File: src/rtl/router_fsm_np.sv
// Router control FSM for NUM_PORTS output FIFOs: header decode, header/payload/parity
// load sequencing, full-FIFO stall, illegal-address drop, bounded wait-for-empty
// and per-port soft reset of the selected channel.
module router_fsm_np #(
  parameter int NUM_PORTS    = 4,
  parameter int ADDR_W       = 2,
  parameter int WAIT_TIMEOUT = 64,
  parameter int CNT_W        = 7
) (
  input  logic                 clk,
  input  logic                 rst,
  input  logic                 pkt_valid,
  input  logic [ADDR_W-1:0]    data_in,
  input  logic                 parity_done,
  input  logic                 low_pkt_valid,
  input  logic                 fifo_full,
  input  logic [NUM_PORTS-1:0] fifo_empty,
  input  logic [NUM_PORTS-1:0] soft_rst,
  output logic                 busy,
  output logic                 detect_add,
  output logic                 lfd_state,
  output logic                 ld_state,
  output logic                 full_state,
  output logic                 laf_state,
  output logic                 write_enb_reg,
  output logic                 rst_int_reg,
  output logic                 drop_state,
  output logic [ADDR_W-1:0]    dest_sel,
  output logic                 timeout_err
);

  typedef enum logic [3:0] {
    S_DA, S_LFD, S_LD, S_FULL, S_LAF, S_LP, S_CPE, S_WTE, S_DROP
  } state_t;

  localparam int SEL_N = 2 ** ADDR_W;
  localparam logic [ADDR_W:0]  NUM_PORTS_W = (ADDR_W + 1)'(NUM_PORTS);
  localparam logic [CNT_W-1:0] TO_LAST     = CNT_W'((WAIT_TIMEOUT == 0) ? 0 : WAIT_TIMEOUT - 1);

  state_t            state_q, state_d;
  logic [ADDR_W-1:0] dest_sel_q, dest_sel_d;
  logic [CNT_W-1:0]  cnt_q, cnt_d;
  logic              timeout_q, timeout_d;

  // Per-port flags widened to the full address space so any address indexes safely;
  // addresses with no FIFO read as "not empty" and "no soft reset".
  logic [SEL_N-1:0] empty_ext;
  logic [SEL_N-1:0] srst_ext;

  genvar gi;
  generate
    for (gi = 0; gi < SEL_N; gi++) begin : g_ext
      if (gi < NUM_PORTS) begin : g_real
        assign empty_ext[gi] = fifo_empty[gi];
        assign srst_ext[gi]  = soft_rst[gi];
      end else begin : g_pad
        assign empty_ext[gi] = 1'b0;
        assign srst_ext[gi]  = 1'b0;
      end
    end
  endgenerate

  logic addr_legal;
  assign addr_legal = ({1'b0, data_in} < NUM_PORTS_W);

  // State, latched destination, wait counter and timeout pulse registers.
  always_ff @(posedge clk or posedge rst) begin
    if (rst) begin
      state_q    <= S_DA;
      dest_sel_q <= '0;
      cnt_q      <= '0;
      timeout_q  <= 1'b0;
    end else begin
      state_q    <= state_d;
      dest_sel_q <= dest_sel_d;
      cnt_q      <= cnt_d;
      timeout_q  <= timeout_d;
    end
  end

  // Next-state logic; soft reset of the selected port overrides every transition.
  always_comb begin
    state_d    = state_q;
    dest_sel_d = dest_sel_q;
    cnt_d      = '0;
    timeout_d  = 1'b0;
    if (state_q == S_WTE) cnt_d = cnt_q + CNT_W'(1);
    case (state_q)
      S_DA: begin
        if (pkt_valid) begin
          dest_sel_d = data_in;
          if (!addr_legal)             state_d = S_DROP;
          else if (empty_ext[data_in]) state_d = S_LFD;
          else                         state_d = S_WTE;
        end
      end
      S_LFD:  state_d = S_LD;
      S_LD: begin
        if (fifo_full)       state_d = S_FULL;
        else if (!pkt_valid) state_d = S_LP;
      end
      S_FULL: if (!fifo_full) state_d = S_LAF;
      S_LAF: begin
        if (parity_done)        state_d = S_DA;
        else if (low_pkt_valid) state_d = S_LP;
        else                    state_d = S_LD;
      end
      S_LP:   state_d = S_CPE;
      S_CPE:  state_d = fifo_full ? S_FULL : S_DA;
      S_WTE: begin
        // An empty FIFO on the final wait cycle still wins over the timeout.
        if (empty_ext[dest_sel_q]) begin
          state_d = S_LFD;
        end else if ((WAIT_TIMEOUT != 0) && (cnt_q == TO_LAST)) begin
          state_d   = S_DROP;
          timeout_d = 1'b1;
        end
      end
      S_DROP: if (!pkt_valid) state_d = S_DA;
      default: state_d = S_DA;
    endcase
    if ((state_q != S_DA) && (state_q != S_DROP) && srst_ext[dest_sel_q]) begin
      state_d   = S_DA;
      timeout_d = 1'b0;
    end
  end

  // Moore output decode of the state register.
  always_comb begin
    busy          = 1'b0;
    detect_add    = 1'b0;
    lfd_state     = 1'b0;
    ld_state      = 1'b0;
    full_state    = 1'b0;
    laf_state     = 1'b0;
    write_enb_reg = 1'b0;
    rst_int_reg   = 1'b0;
    drop_state    = 1'b0;
    case (state_q)
      S_DA:   detect_add = 1'b1;
      S_LFD:  begin busy = 1'b1; lfd_state = 1'b1; end
      S_LD:   begin ld_state = 1'b1; write_enb_reg = 1'b1; end
      S_FULL: begin busy = 1'b1; full_state = 1'b1; end
      S_LAF:  begin busy = 1'b1; laf_state = 1'b1; write_enb_reg = 1'b1; end
      S_LP:   begin busy = 1'b1; write_enb_reg = 1'b1; end
      S_CPE:  begin busy = 1'b1; rst_int_reg = 1'b1; end
      S_WTE:  busy = 1'b1;
      S_DROP: drop_state = 1'b1;
      default: detect_add = 1'b1;
    endcase
  end

  assign dest_sel    = dest_sel_q;
  assign timeout_err = timeout_q;

endmodule

File: config.mk
export PLATFORM = sky130hd
export DESIGN_NAME = router_fsm_np
export DESIGN_NICKNAME = d
export VERILOG_FILES = /design/src/rtl/router_fsm_np.sv
export SDC_FILE = /design/constraint.sdc
export NUM_CORES = 1
export LEC_CHECK = 0
export CAP_MARGIN = 10
export CORE_MARGIN = 1.5
export CORE_UTILIZATION = 49
export CTS_BUF_LIST = sky130_fd_sc_hd__clkbuf_2
export CTS_CLUSTER_DIAMETER = 150
export DETAILED_ROUTE_END_ITERATION = 10
export PLACE_DENSITY = 0.91
export SYNTH_ARGS = -nofsm -noshare
export SYNTH_HDL_FRONTEND = slang
export SYNTH_SLANG_ARGS = --single-unit
export TNS_END_PERCENT = 20
File: constraint.sdc
create_clock -name clk -period 2.2 [get_ports clk]
set_input_delay 0.44 -clock clk [delete_from_list [all_inputs] [get_ports clk]]
set_output_delay 0.44 -clock clk [all_outputs]
set_load 0.02 [all_outputs]
==> impl_metrics.json, run 1 <==
{
  "final_hold_viol_count": 0,
  "cts_tree": "built",
  "cts_sinks": 14,
  "hpwl_um": 1750,
  "hold_class": "in2async",
  "grt_max_degree": 15,
  "ant_nets": 0,
  "wl_per_cell_um": 13.9,
  "p_switching_uw": 579,
  "drv_slew": 0,
  "netlist_instances": 101,
  "seqCellArea_um2": 352,
  "grt_overflow": 0,
  "viasPerCell": 5.57,
  "yosysUniqueCellTypes": 41,
  "grt_pass1_vias": 877,
  "critPathSlowestCell": "dfrtp_2",
  "vias": 880,
  "end_kind": "output pin",
  "grt_pass1_wl_um": 3830,
  "fin_crit_ns": 1.98,
  "r2r_slack_ns": 0.37,
  "fin_nets": 149,
  "setup_viol": 0,
  "start_kind": "flip-flop",
  "max-clock-path-buffers": 2,
  "peakVddDrop_uv": 679,
  "critical_path_class": "reg2out",
  "cp.arrival_ns": 1.54,
  "max_freq_mhz": 505,
  "leakage_uw": 0.000596,
  "final_area_um2": 1310,
  "relSlewSlack_pct": 64.8,
  "cp_max_fo": 12,
  "diodes": 0,
  "power_switching_share_pct": 44.0,
  "worstPathRequired_ns": 1.76,
  "n_fill_cell": 163,
  "fp.dieW_um": 48.6,
  "drt_iter0_drc": 33,
  "antenna_found_initial": 0,
  "drcViolationCount": 0,
  "io_pins": 28,
  "rsz0062_at_grt": "false",
  "p_clk_share_pct": 9.9,
  "drv_cap": 0,
  "status": "completed",
  "path_cells": "inv_1 > nor4b_1 > dlygate4sd2_1",
  "syn_area_um2": 1020,
  "p_per_area_nw_per_um2": 1010,
  "first_pass_iters": 4,
  "clkLatencyLatePin_ns": 0.30,
  "cts_setup_buffers": 0,
  "die_h_um": 48.6,
  "tightestPinTransition_ns": 0.528,
  "synth.avg_cell_area_um2": 10.1,
  "die-area_um2": 2360,
  "placed_area_um2": 1290,
  "p_int_uw": 735,
  "num_rows": 16,
  "multi_input_area_um2": 589,
  "seqPwrFrac_pct": 28.3,
  "drive_above_1_share_pct": 16.0,
  "synth.yosys.seq_area_share_pct": 34.4,
  "path_clk_slew_ns": 0.14,
  "portBuffers": 27,
  "track_usage_pct": 21.0,
  "cts_root_buf": "clkbuf_2",
  "p_total_uw": 1310,
  "core_area_um2": 1960,
  "cts_buffers": 3,
  "max_stage_delay_ns": 0.51,
  "final.period_utilization_pct": 90.1,
  "drt_wl_total_um": 2200,
  "start_util_pct": 51.8,
  "syn2layout_area_growth_pct": 28.3,
  "cts_max_level": 1,
  "skew_ns": 0.00687,
  "comb_power_share_pct": 61.8,
  "ys_ff_latch": 14,
  "yosysWarnings": 0,
  "finalSetupTns_ns": 0,
  "synth_nets": 118,
  "routabilityCongestion": 0.900
}
## state kept, by name, summed over array words and instances, names as in the netlist
name         cells
timeout_err      1
state_q          4
dest_sel         2
cnt_q            7
## worst paths after layout
check,to,cells past startpoint,start
min in group clk,cnt_q[0],1,cnt_q[0]
hold / removal,dest_sel[1],2,rst
setup / recovery,rst_int_reg,3,state_q[2]
hold reg to reg,cnt_q[0],1,cnt_q[0]
setup reg to reg,dest_sel[0],4,state_q[0]
max in group asynchronous,state_q[2],2,rst
## per-layer routing
metal | GRT usage, % | vias up | part of all wire (%)
met5 | 0 | - | 0
met4 | 10.0 | 0 | 2.1
met3 | 1.85 | 5 | 4.2
met2 | 37.5 | 29 | 50
met1 | 25.5 | 421 | 44
li1 | - | 425 | -
## cells in the mapped netlist (all sizes together)
master | instances | area [um^2]
nor4b | 3 | 26.3
nor2 | 13 | 56.3
nand2b | 2 | 20.0
nor2b | 2 | 12.5
o31ai | 1 | 7.51
nor3 | 1 | 5.00
a211oi | 1 | 12.5
inv | 3 | 11.3
nand2 | 9 | 33.8
buf | 3 | 30.0
or3b | 1 | 8.76
and3 | 1 | 6.26
xor2 | 3 | 26.3
a31oi | 1 | 6.26
or4bb | 1 | 11.3
xnor2 | 1 | 8.76
ha | 1 | 12.5
and2 | 1 | 6.26
mux4 | 3 | 75.1
o21bai | 1 | 7.51
o21ai | 5 | 25.0
and2b | 1 | 8.76
nand3 | 5 | 25.0
and3b | 1 | 8.76
mux2i | 2 | 20.0
clkbuf | 3 | 41.3
or3 | 4 | 30.0
mux2 | 2 | 30.0
a22oi | 1 | 12.5
nor4 | 1 | 6.26
nand4b | 2 | 23.8
o32ai | 1 | 16.3
dfrtp | 14 | 350
a21oi | 7 | 35.0
## cell type report
class | count | share of cell area [%]
flip-flops and latches | 14 | 26.9
multi-input cells | 78 | 45.2
clock inverters | 1 | 0.288
inverters | 3 | 0.863
clock buffers | 3 | 1.15
repair buffers | 32 | 23.0
well taps | 27 | 2.59
## worst max-delay path, delay by kind of cell, from the launching register on
family | cells | cell delay, ns
DFF | 1 | 0.51
buffers and inverters | 2 | 0.48
and+or+nand+nor | 1 | 0.25
## metrics by stage
step           hold slack (ns)  utilization, %  cells  setup slack [ns]
2_1_floorplan            0.329               -    101             0.235
3_5_place_dp             0.469            65.6    154           -0.0440
3_3_place_gp             0.444            65.6    154            0.0232
6_report                 0.456            66.5    158             0.218
4_1_cts                  0.469            66.4    158            0.0189
5_1_grt                  0.500            66.5    158            0.0747
## timing repair
action                                  CTS  global route
hold buffers                              0             0
cloned                                    0             0
endpoints found under the setup margin    9             1
resized for setup                        10             1
## placed cells by master, fill, tap and decap left out, types with 2 or more instances in the layout
cell type / Yosys / final
or3_1: 3 / 3
o21ai_0: 4 / 4
buf_4: 1 / 5
nor2b_1: 2 / 2
nor4b_1: 3 / 3
clkdlybuf4s50_1: 0 / 18
clkbuf_2: 0 / 3
dlygate4sd2_1: 0 / 8
nand2_1: 9 / 9
nor2_1: 12 / 12
xor2_1: 3 / 3
dfrtp_1: 14 / 13
mux4_1: 2 / 2
mux2i_1: 2 / 2
inv_1: 3 / 3
mux2_4: 2 / 2
nand3_1: 5 / 5
a21oi_1: 7 / 7
## power by group through the flow
stage / clock network (uW) / logic (uW) / registers [uW]
floorplan: 0 / 609 / 360
global placement: 0 / 822 / 370
detailed placement: 0 / 850 / 372
CTS: 129 / 816 / 374
global route: 137 / 877 / 385
finish: 130 / 812 / 372
## cells by family after synthesis
family	count (synthesis)	share of synthesized area, %
XOR/XNOR	4	3.44
buffers and inverters	9	8.12
multiplexers	7	12.3
AND/OR/NAND/NOR	48	28.4
AO/OA/AOI/OAI	18	12.1
flip-flops	14	34.4
adder cells (fa/ha/maj)	1	1.23
(Power assumes the default switching activity.)
==> run 2, diff against run 1 <==
--- a/config.mk
+++ b/config.mk
@@ -5,9 +5,10 @@
 export SDC_FILE = /design/constraint.sdc
 export NUM_CORES = 1
 export LEC_CHECK = 0
+export ABC_AREA = 1
 export CAP_MARGIN = 10
 export CORE_MARGIN = 1.5
-export CORE_UTILIZATION = 49
+export CORE_UTILIZATION = 48
 export CTS_BUF_LIST = sky130_fd_sc_hd__clkbuf_2
 export CTS_CLUSTER_DIAMETER = 150
 export DETAILED_ROUTE_END_ITERATION = 10
==> constraint.sdc (replaced) <==
create_clock -name clk -period 2 [get_ports clk]
set_input_delay 0.4 -clock clk [delete_from_list [all_inputs] [get_ports clk]]
set_output_delay 0.4 -clock clk [all_outputs]
set_load 0.02 [all_outputs]
==> run 2 against run 1 <==
Effect of this change:
- first-iteration DRC count is 3.0% lower
- synthesized cell count is 53% higher
- synthesized area is 5.2% lower
- clock skew is 0.0070 ns higher
- cell area is 0.96% lower
- routed wire length is 9.8% higher
- critical path type unchanged
==> impl_metrics.json, run 2 <==
{
  "cts_max_level": 1,
  "post-route-worst-setup-slack_ns": 0.0966,
  "die-area_um2": 2290,
  "final_cell_mix": "nand2_1 (50), nor2_1 (27), inv_1 (18), clkdlybuf4s50_1 (18), nand3_1 (17)",
  "p_per_area_nw_per_um2": 1150,
  "synth.most_common_cell": "nand2_1",
  "io_pins": 28,
  "max_freq_mhz": 525,
  "critPathBufInv": 2,
  "synth.top_cell.area_share_pct": 36.3,
  "peakVddDrop_uv": 732,
  "place_ws_ns": 0.0548,
  "num_rows": 16,
  "ant_nets": 0,
  "drcViolationCount": 0,
  "whs_ns": 0.425,
  "hpwl_um": 1960,
  "seqCellArea_um2": 352,
  "netlist_instances": 155,
  "path_delay_family": "buffers and inverters",
  "cts_root_buf": "clkbuf_2",
  "core_area_um2": 1920,
  "syn2layout_area_growth_pct": 34.0,
  "final.period_utilization_pct": 95.2,
  "synth_async_sr_flop_share_pct": 100,
  "grt_overflow": 0,
  "yosysUniqueCellTypes": 16,
  "cp_max_fo": 6,
  "status": "completed",
  "fp.dieW_um": 47.8,
  "n_fill_cell": 182,
  "portBuffers": 27,
  "fin_crit_ns": 1.90,
  "wl_per_cell_um": 11.2,
  "hold_class": "in2async",
  "leakage_uw": 0.000686,
  "top_register": "cnt_q",
  "antenna_found_initial": 0,
  "start_util_pct": 50.2,
  "tightestPinTransition_ns": 0.515,
  "first_pass_iters": 4,
  "start_kind": "flip-flop",
  "grt_pass1_wl_um": 4140,
  "drive_above_1_share_pct": 9.52,
  "diodes": 0,
  "synth_compound_area_share_pct": 7.52,
  "path_cells": "inv_1 > nand2_1 > nor2_2 > dlygate4sd2_1",
  "synth-xor-area-share_pct": 0.908,
  "drt_iter0_drc": 32,
  "drt_wl_total_um": 2420,
  "fin_nets": 207,
  "vias": 1097,
  "yosysWarnings": 0,
  "relSlewSlack_pct": 65.6,
  "ys.flop_type": "dfrtp_1",
  "drv_cap": 0,
  "final_hold_viol_count": 0,
  "grt_max_degree": 15,
  "viasPerCell": 5.08,
  "cts_buffers": 3,
  "cts_tree": "built",
  "synth.yosys.seq_area_share_pct": 36.3,
  "skew_ns": 0.0138,
  "end_kind": "output pin",
  "rsz0062_at_grt": "false",
  "final_common_cell": "nand2_1",
  "largest_reg_flops": 7,
  "cp.arrival_ns": 1.50,
  "die_h_um": 47.8,
  "ys_ff_latch": 14,
  "path_clk_slew_ns": 0.15,
  "cts_sinks": 14,
  "track_usage_pct": 25.4,
  "synthTopCellsByCount": "nand2_1 (50), nor2_1 (27), inv_1 (18), nand3_1 (17), dfrtp_1 (14)",
  "critical_path_class": "reg2out",
  "synth_adder_area_share_pct": 1.30,
  "grt_pass1_vias": 1042,
  "worstPathRequired_ns": 1.60,
  "critPathSlowestCell": "dfrtp_2",
  "multi_input_area_um2": 536,
  "synth_edf_count": 0,
  "synth_nets": 172,
  "drv_slew": 0,
  "clkLatencyLatePin_ns": 0.28,
  "max-clock-path-buffers": 2,
  "synth_mux_area_share_pct": 0,
  "synth.avg_cell_area_um2": 6.22,
  "finalSetupTns_ns": 0,
  "syn_area_um2": 965,
  "synth_top_cell_by_area": "dfrtp_1",
  "routabilityCongestion": 0.852,
  "max_stage_delay_ns": 0.46,
  "setup_viol": 0,
  "synth_top_family_by_area": "simple AND/OR/NAND/NOR gates",
  "synth_area_leaders": "dfrtp_1 (36%), nand2_1 (19%), nor2_1 (11%)",
  "synthSimpleGateAreaFrac_pct": 45.8
}
run 2: cell count changes after synthesis, sizes merged, moves of 4 or more:
cell / change
or3: -4
nand2: +43
nor2: +18
nand3: +12
inv: +18
run 2: final cells by class:
| class | instances | area share, % |
|---|---|---|
| repair buffers | 30 | 21.2 |
| clock inverters | 1 | 0.290 |
| inverters | 21 | 6.10 |
| multi-input cells | 120 | 41.4 |
| well taps | 27 | 2.61 |
| clock buffers | 3 | 1.16 |
| flip-flops and latches | 14 | 27.2 |
run 2: kinds of logic after synthesis:
logic type | after synthesis
xor gates and xnor gates | 1
DFF | 14
and+or+nand+nor | 104
buffers and inverters | 21
AOI/OAI and AO/OA | 14
adders and majority gates | 1
run 2: report_power, final:
| group | total [uW] | internal [uW] | leakage [uW] | switching (uW) |
|---|---|---|---|---|
| Sequential | 401 | 335 | 0.000188 | 66.0 |
| Clock | 136 | 43.4 | 0.0000140 | 92.7 |
| Combinational | 948 | 343 | 0.000484 | 605 |
run 2: worst paths after layout:
| kind | startpoint | end | slack, ns | depth (start not counted) |
|---|---|---|---|---|
| max in group asynchronous | rst | state_q[0] | 1.19 | 2 |
| hold reg to reg | cnt_q[0] | cnt_q[0] | 0.49 | 1 |
| setup / recovery | state_q[0] | laf_state | 0.1 | 4 |
| setup reg to reg | cnt_q[0] | state_q[1] | 0.42 | 9 |
| min in group clk | cnt_q[0] | cnt_q[0] | 0.49 | 1 |
| hold / removal | rst | dest_sel[0] | 0.43 | 2 |
run 2: per-stage QoR:
stage	cell area, um^2	utilization (%)	power, uW	std cells
floorplan	965	-	1020	155
global placement	1290	67.2	1360	212
detailed placement	1290	67.2	1390	212
CTS	1300	67.6	1480	216
global route	1290	67.3	1620	216
finish	1290	67.3	1490	216
run 2: worst register-to-register path, delay by kind of cell (launching register included):
| kind | cells | cell delay [ns] |
|---|---|---|
| simple gates | 7 | 0.85 |
| flops | 1 | 0.40 |
| compound gates | 1 | 0.08 |
| fa+ha+maj | 1 | 0.19 |
run 2: timing repair:
item | 4_1_cts | 5_1_grt
hold buffers | 0 | 0
setup endpoints to repair | 9 | 4
resized for setup | 9 | 5
setup buffers | 0 | 0
run 2: routing by layer:
layer | vias up | track usage [%] | wire length (um)
met5 | - | 0 | 0
met2 | 44 | 43.2 | 1210
li1 | 555 | - | -
met1 | 485 | 31.9 | 1010
met4 | 0 | 9.19 | 75
met3 | 13 | 4.91 | 129
==> run 3, diff against run 2 <==
--- a/config.mk
+++ b/config.mk
@@ -10,8 +10,8 @@
 export CORE_MARGIN = 1.5
 export CORE_UTILIZATION = 48
 export CTS_BUF_LIST = sky130_fd_sc_hd__clkbuf_2
-export CTS_CLUSTER_DIAMETER = 150
 export DETAILED_ROUTE_END_ITERATION = 10
+export GPL_ROUTABILITY_DRIVEN = 0
 export PLACE_DENSITY = 0.91
 export SYNTH_ARGS = -nofsm -noshare
 export SYNTH_HDL_FRONTEND = slang
==> results of run 3 <==
Final layout, timing and power as in run 2 (identical DEF).
